===== src/rtl/mem_port_arbiter_pkg.sv =====
// Shared types for the unified-memory port arbiter.
// State encoding, port-select codes and parameter defaults.
package mem_arb_pkg;

  localparam int unsigned AW_DEF           = 32;
  localparam int unsigned DW_DEF           = 32;
  localparam int unsigned STARVE_LIMIT_DEF = 4;

  typedef enum logic [1:0] {
    IDLE   = 2'd0,
    BUSY_I = 2'd1,
    BUSY_D = 2'd2
  } arb_state_e;

  typedef enum logic [1:0] {
    SEL_NONE = 2'd0,
    SEL_I    = 2'd1,
    SEL_D    = 2'd2
  } port_sel_e;

endpackage


===== src/rtl/mem_port_arbiter_if.sv =====
// Bus bundle between core (I/D ports), arbiter and memory.
// slave = arbiter view, master = core + memory view.
interface mem_port_arbiter_if #(
  parameter int unsigned AW = 32,
  parameter int unsigned DW = 32
);

  logic          i_req;
  logic [AW-1:0] i_addr;
  logic          i_abort;
  logic [DW-1:0] i_rdata;
  logic          i_valid;

  logic          d_req;
  logic          d_we;
  logic [AW-1:0] d_addr;
  logic [DW-1:0] d_wdata;
  logic [DW-1:0] d_rdata;
  logic          d_valid;

  logic          stall_f;
  logic          stall_m;

  logic          mem_req;
  logic          mem_we;
  logic [AW-1:0] mem_addr;
  logic [DW-1:0] mem_wdata;
  logic [DW-1:0] mem_rdata;
  logic          mem_ready;

  modport slave (
    input  i_req, i_addr, i_abort,
    input  d_req, d_we, d_addr, d_wdata,
    input  mem_rdata, mem_ready,
    output i_rdata, i_valid,
    output d_rdata, d_valid,
    output stall_f, stall_m,
    output mem_req, mem_we, mem_addr, mem_wdata
  );

  modport master (
    output i_req, i_addr, i_abort,
    output d_req, d_we, d_addr, d_wdata,
    output mem_rdata, mem_ready,
    input  i_rdata, i_valid,
    input  d_rdata, d_valid,
    input  stall_f, stall_m,
    input  mem_req, mem_we, mem_addr, mem_wdata
  );

endinterface


===== src/rtl/mem_port_arbiter_starve_ctr.sv =====
// Saturating 4-bit count of D grants made while I waits.
// Ports: clk, rst_n, inc_i, clr_i (wins), at_limit_o.
module arb_starve_ctr #(
  parameter int unsigned LIMIT = 4
) (
  input  logic clk,
  input  logic rst_n,
  input  logic inc_i,
  input  logic clr_i,
  output logic at_limit_o
);

  logic [3:0] cnt_q;
  logic [3:0] cnt_d;

  always_comb begin
    cnt_d = cnt_q;
    if (clr_i) begin
      cnt_d = '0;
    end else if (inc_i && cnt_q != 4'hF) begin
      cnt_d = cnt_q + 4'd1;
    end
  end

  always_ff @(posedge clk or negedge rst_n) begin
    if (!rst_n) begin
      cnt_q <= '0;
    end else begin
      cnt_q <= cnt_d;
    end
  end

  assign at_limit_o = (cnt_q == 4'(LIMIT));

endmodule


===== src/rtl/mem_port_arbiter.sv =====
// Shares one memory port between fetch (I) and load/store (D).
// Ports: clk, reset (active-low async), bus (slave modport).
module mem_port_arbiter
  import mem_arb_pkg::*;
#(
  parameter int unsigned AW           = AW_DEF,
  parameter int unsigned DW           = DW_DEF,
  parameter int unsigned STARVE_LIMIT = STARVE_LIMIT_DEF
) (
  input  logic              clk,
  input  logic              reset,
  mem_port_arbiter_if.slave bus
);

  arb_state_e    state_q;
  logic          mem_req_q;
  logic          mem_we_q;
  logic [AW-1:0] mem_addr_q;
  logic [DW-1:0] mem_wdata_q;
  logic [DW-1:0] i_rdata_q;
  logic [DW-1:0] d_rdata_q;
  logic          i_valid_q;
  logic          d_valid_q;
  logic          abort_q;

  logic          at_limit;
  logic          idle;
  port_sel_e     sel;

  assign idle = (state_q == IDLE);

  // D normally wins; I wins once D has starved it long enough.
  always_comb begin
    sel = SEL_NONE;
    unique case (1'b1)
      (bus.i_req & bus.d_req & at_limit):
        sel = SEL_I;
      (bus.d_req & ~(bus.i_req & at_limit)):
        sel = SEL_D;
      (bus.i_req & ~bus.d_req):
        sel = SEL_I;
      default:
        sel = SEL_NONE;
    endcase
  end

  arb_starve_ctr #(
    .LIMIT(STARVE_LIMIT)
  ) u_starve (
    .clk       (clk),
    .rst_n     (reset),
    .inc_i     (idle & (sel == SEL_D) & bus.i_req),
    .clr_i     (idle & (sel == SEL_I)),
    .at_limit_o(at_limit)
  );

  always_ff @(posedge clk or negedge reset) begin
    if (!reset) begin
      state_q     <= IDLE;
      mem_req_q   <= 1'b0;
      mem_we_q    <= 1'b0;
      mem_addr_q  <= '0;
      mem_wdata_q <= '0;
      i_rdata_q   <= '0;
      d_rdata_q   <= '0;
      i_valid_q   <= 1'b0;
      d_valid_q   <= 1'b0;
      abort_q     <= 1'b0;
    end else begin
      i_valid_q <= 1'b0;
      d_valid_q <= 1'b0;
      unique case (state_q)
        IDLE: begin
          unique case (sel)
            SEL_D: begin
              state_q     <= BUSY_D;
              mem_req_q   <= 1'b1;
              mem_we_q    <= bus.d_we;
              mem_addr_q  <= bus.d_addr;
              mem_wdata_q <= bus.d_wdata;
            end
            SEL_I: begin
              state_q    <= BUSY_I;
              mem_req_q  <= 1'b1;
              mem_we_q   <= 1'b0;
              mem_addr_q <= bus.i_addr;
            end
            default: ;
          endcase
        end
        BUSY_I: begin
          if (bus.mem_ready) begin
            state_q   <= IDLE;
            mem_req_q <= 1'b0;
            mem_we_q  <= 1'b0;
            i_rdata_q <= bus.mem_rdata;
            // A redirect seen at any point of the access kills the result.
            i_valid_q <= ~(abort_q | bus.i_abort);
            abort_q   <= 1'b0;
          end else if (bus.i_abort) begin
            abort_q <= 1'b1;
          end
        end
        BUSY_D: begin
          if (bus.mem_ready) begin
            state_q   <= IDLE;
            mem_req_q <= 1'b0;
            mem_we_q  <= 1'b0;
            d_rdata_q <= bus.mem_rdata;
            d_valid_q <= 1'b1;
          end
        end
        default: begin
          state_q   <= IDLE;
          mem_req_q <= 1'b0;
          mem_we_q  <= 1'b0;
        end
      endcase
    end
  end

  assign bus.mem_req   = mem_req_q;
  assign bus.mem_we    = mem_we_q;
  assign bus.mem_addr  = mem_addr_q;
  assign bus.mem_wdata = mem_wdata_q;
  assign bus.i_rdata   = i_rdata_q;
  assign bus.i_valid   = i_valid_q;
  assign bus.d_rdata   = d_rdata_q;
  assign bus.d_valid   = d_valid_q;
  assign bus.stall_f   = bus.i_req & ~i_valid_q;
  assign bus.stall_m   = bus.d_req & ~d_valid_q;

endmodule


===== src/flat_wrapper.sv =====
// flat-port wrapper written by rule: the top's interface ports become plain ports
module mem_port_arbiter_flat import mem_arb_pkg::*;
#(
  parameter int unsigned AW           = AW_DEF,
  parameter int unsigned DW           = DW_DEF,
  parameter int unsigned STARVE_LIMIT = STARVE_LIMIT_DEF
)
  (clk, reset, bus_i_req, bus_i_addr, bus_i_abort, bus_d_req, bus_d_we, bus_d_addr, bus_d_wdata, bus_mem_rdata, bus_mem_ready, bus_i_rdata, bus_i_valid, bus_d_rdata, bus_d_valid, bus_stall_f, bus_stall_m, bus_mem_req, bus_mem_we, bus_mem_addr, bus_mem_wdata);
  mem_port_arbiter_if #(.AW(AW), .DW(DW)) bus_i ();
  input  logic clk;
  input  logic reset;
  input wire logic [$bits(bus_i.i_req)-1:0] bus_i_req;
  input wire logic [$bits(bus_i.i_addr)-1:0] bus_i_addr;
  input wire logic [$bits(bus_i.i_abort)-1:0] bus_i_abort;
  input wire logic [$bits(bus_i.d_req)-1:0] bus_d_req;
  input wire logic [$bits(bus_i.d_we)-1:0] bus_d_we;
  input wire logic [$bits(bus_i.d_addr)-1:0] bus_d_addr;
  input wire logic [$bits(bus_i.d_wdata)-1:0] bus_d_wdata;
  input wire logic [$bits(bus_i.mem_rdata)-1:0] bus_mem_rdata;
  input wire logic [$bits(bus_i.mem_ready)-1:0] bus_mem_ready;
  output wire logic [$bits(bus_i.i_rdata)-1:0] bus_i_rdata;
  output wire logic [$bits(bus_i.i_valid)-1:0] bus_i_valid;
  output wire logic [$bits(bus_i.d_rdata)-1:0] bus_d_rdata;
  output wire logic [$bits(bus_i.d_valid)-1:0] bus_d_valid;
  output wire logic [$bits(bus_i.stall_f)-1:0] bus_stall_f;
  output wire logic [$bits(bus_i.stall_m)-1:0] bus_stall_m;
  output wire logic [$bits(bus_i.mem_req)-1:0] bus_mem_req;
  output wire logic [$bits(bus_i.mem_we)-1:0] bus_mem_we;
  output wire logic [$bits(bus_i.mem_addr)-1:0] bus_mem_addr;
  output wire logic [$bits(bus_i.mem_wdata)-1:0] bus_mem_wdata;
  assign bus_i.i_req = bus_i_req;
  assign bus_i.i_addr = bus_i_addr;
  assign bus_i.i_abort = bus_i_abort;
  assign bus_i.d_req = bus_d_req;
  assign bus_i.d_we = bus_d_we;
  assign bus_i.d_addr = bus_d_addr;
  assign bus_i.d_wdata = bus_d_wdata;
  assign bus_i.mem_rdata = bus_mem_rdata;
  assign bus_i.mem_ready = bus_mem_ready;
  assign bus_i_rdata = bus_i.i_rdata;
  assign bus_i_valid = bus_i.i_valid;
  assign bus_d_rdata = bus_i.d_rdata;
  assign bus_d_valid = bus_i.d_valid;
  assign bus_stall_f = bus_i.stall_f;
  assign bus_stall_m = bus_i.stall_m;
  assign bus_mem_req = bus_i.mem_req;
  assign bus_mem_we = bus_i.mem_we;
  assign bus_mem_addr = bus_i.mem_addr;
  assign bus_mem_wdata = bus_i.mem_wdata;
  mem_port_arbiter #(.AW(AW), .DW(DW), .STARVE_LIMIT(STARVE_LIMIT)) u_core (.clk(clk), .reset(reset), .bus(bus_i));
endmodule

===== config.mk =====
export PLATFORM = sky130hd
export DESIGN_NAME = mem_port_arbiter_flat
export DESIGN_NICKNAME = d
export VERILOG_FILES = /design/src/rtl/mem_port_arbiter_pkg.sv /design/src/rtl/mem_port_arbiter_if.sv /design/src/rtl/mem_port_arbiter_starve_ctr.sv /design/src/rtl/mem_port_arbiter.sv /design/src/flat_wrapper.sv
export SDC_FILE = /design/constraint.sdc
export NUM_CORES = 1
export LEC_CHECK = 0
export ABC_CLOCK_PERIOD_IN_PS = 2600
export CORE_AREA = 5 5 124 126
export CTS_CLUSTER_SIZE = 16
export DETAILED_ROUTE_END_ITERATION = 10
export DIE_AREA = 0 0 129 131
export PLACE_DENSITY = 0.79
export SYNTH_ARGS = -nofsm -noshare
export SYNTH_HDL_FRONTEND = slang
export SYNTH_SLANG_ARGS = --single-unit

===== constraint.sdc =====
create_clock -name clk -period 2.6 [get_ports clk]
set_input_delay 0.65 -clock clk [delete_from_list [all_inputs] [get_ports clk]]
set_output_delay 0.65 -clock clk [all_outputs]
set_load 0.02 [all_outputs]

# Yosys cells after proc, flatten, opt, wreduce, memory -nomap -nowiden

Cells that the tools add are included.

Eq/ne operators: 9
$add $sub $neg: 1
Reductions and logical operators: 15
Bitwise operators: 16
Mux-type cells: 18

Operator list:

| operator              | count |
|---|---|
| $pmux W32 S2          | 1 |
| $reduce_and A2 Y1     | 7 |
| $pmux W2 S2           | 3 |
| $and A1 B1 Y1         | 10 |
| $mux W1               | 8 |
| $mux W4               | 2 |
| $pmux W1 S2           | 3 |
| $reduce_bool A2 Y1    | 3 |
| $reduce_or A2 Y1      | 3 |
| $not A1 Y1            | 5 |
| $add A4 B1 Y4 const B | 1 |
| $eq A2 B1 Y1 const B  | 2 |
| $eq A2 B2 Y1 const B  | 2 |
| $eq A4 B3 Y1 const B  | 1 |
| $ne A4 B4 Y1 const B  | 1 |
| $ne A3 B3 Y1 const B  | 1 |
| $logic_not A2 Y1      | 1 |
| $mux W2               | 1 |
| $ne A2 B1 Y1 const B  | 1 |
| $ne A2 B2 Y1 const B  | 1 |
| $logic_and A1 B1 Y1   | 1 |
| $or A1 B1 Y1          | 1 |

Output and inout bits: 134
Bits of input ports: 135
Flip-flop bits (word level): 139
Logic and storage cells: 70

# Longest topological paths before layout

Word-level depth: 11
Depth in mapped cells: 12
Mapped depth without buffers: 9

# Hierarchy

A second synthesis with hierarchy kept.

Cell total of the unflattened synthesis: 408
Area, all modules: 5685.5 um2

By module, submodules not included:

| module           | cells an instance | sequential area each (um2) | area an instance (um2) | times used |
|---|---|---|---|---|
| mem_port_arbiter | 384               | 3378.2                     | 5429.0                 | 1 |
| arb_starve_ctr   | 24                | 100.1                      | 256.5                  | 1 |

# Worst setup path after synthesis

Ideal clock, no wire load.

Kind: input to register
Start point: in bus_i_req
End point: reg u_core.mem_addr_q[10], in the netlist u_core.bus.mem_addr[10]
Data required time: 2473 ps
Cell stages on the path: 10
Path buffers: 3
Setup slack: 504 ps
Data arrival time: 1969 ps
Library setup time: 127 ps
Cell sequence: nand2_1 -> o21ai_1 -> nand2_1 -> ha_1 -> clkbuf_1 -> nand2b_1 -> buf_2 -> buf_2 -> nand2_1 -> o21ai_0

Word-level cells in the longest chain between the ends: 7
Elaborated cells on any way between the ends: 13
Those cells by class: eq/ne (2); mux (2); bitwise (6); reduce/logical (3)

Ends and longest elaborated chain:

| element                                                     | line                                           | RTL |
|---|---|---|
| start, declared                                             | flat_wrapper.sv:12                             | `input wire logic [$bits(bus_i.i_req)-1:0] bus_i_req;` |
| $and A1 B1 Y1 (on tied branches)                            | mem_port_arbiter.sv:36, mem_port_arbiter.sv:38 |  |
| $and A1 B1 Y1 or $not A1 Y1 (tied branches)                 | mem_port_arbiter.sv:36, mem_port_arbiter.sv:38 |  |
| $reduce_or A2 Y1 (no line) or $and A1 B1 Y1 (tied branches) | -                                              |  |
| $pmux W2 S2 *                                               | mem_port_arbiter.sv:35                         | `unique case (1'b1)` |
| $eq A2 B1 Y1 or $eq A2 B2 Y1 (tied branches)                | mem_port_arbiter.sv:74                         | `unique case (sel)` |
| $reduce_bool A2 Y1 (no line)                                | -                                              |  |
| $reduce_and A2 Y1 (no line)                                 | -                                              |  |
| end signal, assigned                                        | mem_port_arbiter.sv:79                         | `mem_addr_q <= bus.d_addr;` |
| end signal, assigned                                        | mem_port_arbiter.sv:86                         | `mem_addr_q <= bus.i_addr;` |
| end, declared                                               | mem_port_arbiter.sv:18                         | `logic [AW-1:0] mem_addr_q;` |

Every way passes the cells marked *; elsewhere a longest branch is shown, timed or not.
A chain may end at the register's enable or synchronous reset.

# Worst setup path after layout

Start point: in bus_d_req
End point: out bus_stall_m

Word-level cells in the longest chain between the ends: 1

Ends and longest elaborated chain:

| element         | line                    | RTL |
|---|---|---|
| start, declared | flat_wrapper.sv:15      | `input wire logic [$bits(bus_i.d_req)-1:0] bus_d_req;` |
| $and A1 B1 Y1   | mem_port_arbiter.sv:131 | `assign bus.stall_m = bus.d_req & ~d_valid_q;` |
| end, declared   | flat_wrapper.sv:26      | `output wire logic [$bits(bus_i.stall_m)-1:0] bus_stall_m;` |

Every way passes these cells.

==> impl_metrics.yaml <==
timing:
  max_slew_margin: 0.690
  period_needed_ns: 2.56
  slew_violations: 0
  worst_slack_ns: 0.0363
  max_freq_mhz: 390
  finalSetupViolations: 0
  post-route-period-util: 0.986
  holdWs_ns: 0.148
  rsz0062_at_grt: "false"
  hold_viol: 0
  tightest_slew_ns: 0.465
  fin_skew_ns: 0.00605
logic_synthesis:
  yosys.area_share.simple: 0.0492
  synth_top_family_by_area: "multiplexers"
  synth-edff-count: 0
  synth-seq-cells: 139
  synth_xor_area_frac: 0
  synthAdderAreaFrac: 0.0155
  yosysUniqueCellTypes: 27
  yosys-mux-area-fraction: 0.250
  syn_inst: 414
  synth_fp_nets: 556
  yosysWarnings: 0
  avgSynthCellArea_um2: 13.6
  synth_flop_cell: "dfrtp_1"
  async_flop_share: 1.00
  seq_area_frac_synth: 0.616
  synth-compound-area-share: 0.0441
  syn_area_um2: 5650
clocking:
  postCtsHoldBufs: 0
  clk_pin_slew_ns: 0.05
  cts_setup_buffers: 0
  clock_latency_ns: 0.41
  clk_path_buf_depth: 2
  htree_levels: 4
  cts_resized: 1
  cts_tree: "done"
  cts_made_buffers: 17
  root_buffer: "clkbuf_16"
  clock_sinks: 139
global_route:
  grt_max_degree: 65
  grt_pass1_wl_mm: 23.4
  grt_use_met1: 0.190
  use_met3: 0.0675
  grt_pass1_vias: 4641
  met2_usage: 0.322
  gr-usage-all-layers: 0.178
  gr-total-overflow: 0
  antenna_found_initial: 0
  busiest_layer: "met2"
place:
  post_dp_cell_area_um2: 8640
  gp_congestion: 0.760
  io_buffers: 268
  dp_slack_ns: -0.165
  place_hpwl_mm: 11.4
cells_and_area:
  fillers: 1067
  drive_above_1_share: 0.194
  antennaDiodeCount: 0
  area_growth_pct: 62.9
  final_cell_area_um2: 9200
  layout.nets: 832
pwr:
  p_sw_frac: 0.346
  ir_drop_v: 0.000553
  p_comb_frac: 0.468
  p_per_area_nw_per_um2: 1240
  pwr-share-clk: 0.200
  finalPower_uw: 11400
  static-leakage-power_uw: 0.00391
  p_int_uw: 7440
  p_seq_frac: 0.332
  net-switching-power_uw: 3930
hold_path:
  min_path_type: "input port to async pin"
critical_path:
  cp.arrival_ns: 1.91
  reg2reg_depth: 10
  endpoint_kind: "output pin"
  path_class: "input port to output pin"
  critPathMaxFanout: 2
  worstPathRequired_ns: 1.95
  startpoint_type: "input port"
detailed_routing:
  ant_nets: 0
  wl_per_cell_um: 16.9
  via_count: 4223
  initialDrtViolationCount: 126
  wl_mm: 14.9
  viasPerCell: 4.78
  drtPass1Iterations: 4
  drc: 0
die:
  die_y_um: 131
  dieArea_um2: 16900
  core-area_um2: 14200
  die_x_um: 129
  initial_core_util: 0.397
  num_io_pins: 269
  rows: 44
flow_run:
  drv_cap: 0
status:
  status: "complete, no violations"
-- cell families after synthesis --
family / Yosys count
flops: 139
fa+ha+maj: 7
mux: 129
buf+inv: 30
compound gates: 46
simple gates: 63
-- critical path, cell delays in order --
cell             delay (ns)
clkdlybuf4s50_1        0.52
nor2b_1                0.14
clkdlybuf4s50_1        0.60
-- worst paths after layout --
path                                               start                      end  slack [ns]
max in group asynchronous                          reset    u_core.bus.d_rdata[5]        1.81
worst max register to register  u_core.u_starve.cnt_q[0]  u_core.bus.mem_addr[26]        0.40
worst min register to register            u_core.abort_q       u_core.bus.i_valid        0.44
worst min-delay path                               reset  u_core.bus.mem_wdata[6]        0.15
worst max-delay path                           bus_d_req              bus_stall_m        0.04
min in group clk                          u_core.abort_q       u_core.bus.i_valid        0.44
-- power by group through the flow --
stage          combinational [uW]  sequential, uW  clock (uW)
6_report                     5330            3770        2280
5_1_grt                      5660            3920        2440
4_1_cts                      5420            3790        2340
3_5_place_dp                 5400            3810           0
3_3_place_gp                 5300            3730           0
2_1_floorplan                1340            5030           0
-- area by class of cell --
class                      count  area, um2  area share
tap                          184        230      0.0250
clock buffer                  21        460      0.0501
timing repair buffer         280       2870       0.312
sequential                   139       3480       0.378
multi-input combinational    245       2030       0.221
inverter                       7       26.3     0.00286
clock inverter                 8       96.3      0.0105
-- cells in the final DEF, fill, tap and decap left out, types with 3 or more instances in the layout --
master | Yosys | routed
nand3_1 | 7 | 7
nor2b_1 | 3 | 3
clkinv_2 | 0 | 4
inv_1 | 7 | 7
mux2_2 | 94 | 94
clkbuf_16 | 0 | 17
o21ai_0 | 34 | 34
a21oi_1 | 5 | 5
ha_1 | 7 | 6
dfrtp_1 | 139 | 139
buf_4 | 1 | 4
clkdlybuf4s50_1 | 0 | 266
buf_12 | 0 | 8
o31ai_1 | 3 | 3
mux2i_1 | 33 | 33
nand2_1 | 41 | 41
-- flip-flops by register name, summed over array words and instances (netlist names), 2 cells and up --
name,cells
u_core.state_q,2
u_core.bus.d_rdata,32
u_core.bus.i_rdata,32
u_core.bus.mem_addr,32
u_core.bus.mem_wdata,32
u_core.u_starve.cnt_q,4
-- routing by layer --
layer  up-vias  part of all wire
met4         0             0.021
met1      2030              0.36
met2       171              0.53
met5         -                 0
met3        28             0.090
li1       1994                 -
-- stage by stage --
stage | setup TNS [ns] | util | std cells
3_3_place_gp | -2.92 | 0.608 | 855
5_1_grt | 0 | 0.647 | 884
2_1_floorplan | 0 | - | 414
4_1_cts | 0 | 0.647 | 884
6_report | 0 | 0.647 | 884
3_5_place_dp | -7.94 | 0.608 | 855
-- synth_stat cells (3+ instances only) --
cell / n / area (um2)
nor2b_1: 3 / 18.8
nand3_1: 7 / 35.0
a21oi_1: 5 / 25.0
inv_1: 7 / 26.3
mux2_2: 94 / 1060
nand2_1: 41 / 154
mux2i_1: 33 / 330
buf_2: 18 / 90.1
dfrtp_1: 139 / 3480
o31ai_1: 3 / 22.5
o21ai_0: 34 / 170
ha_1: 7 / 87.6
No activity file was read; power rests on OpenSTA's default activity.
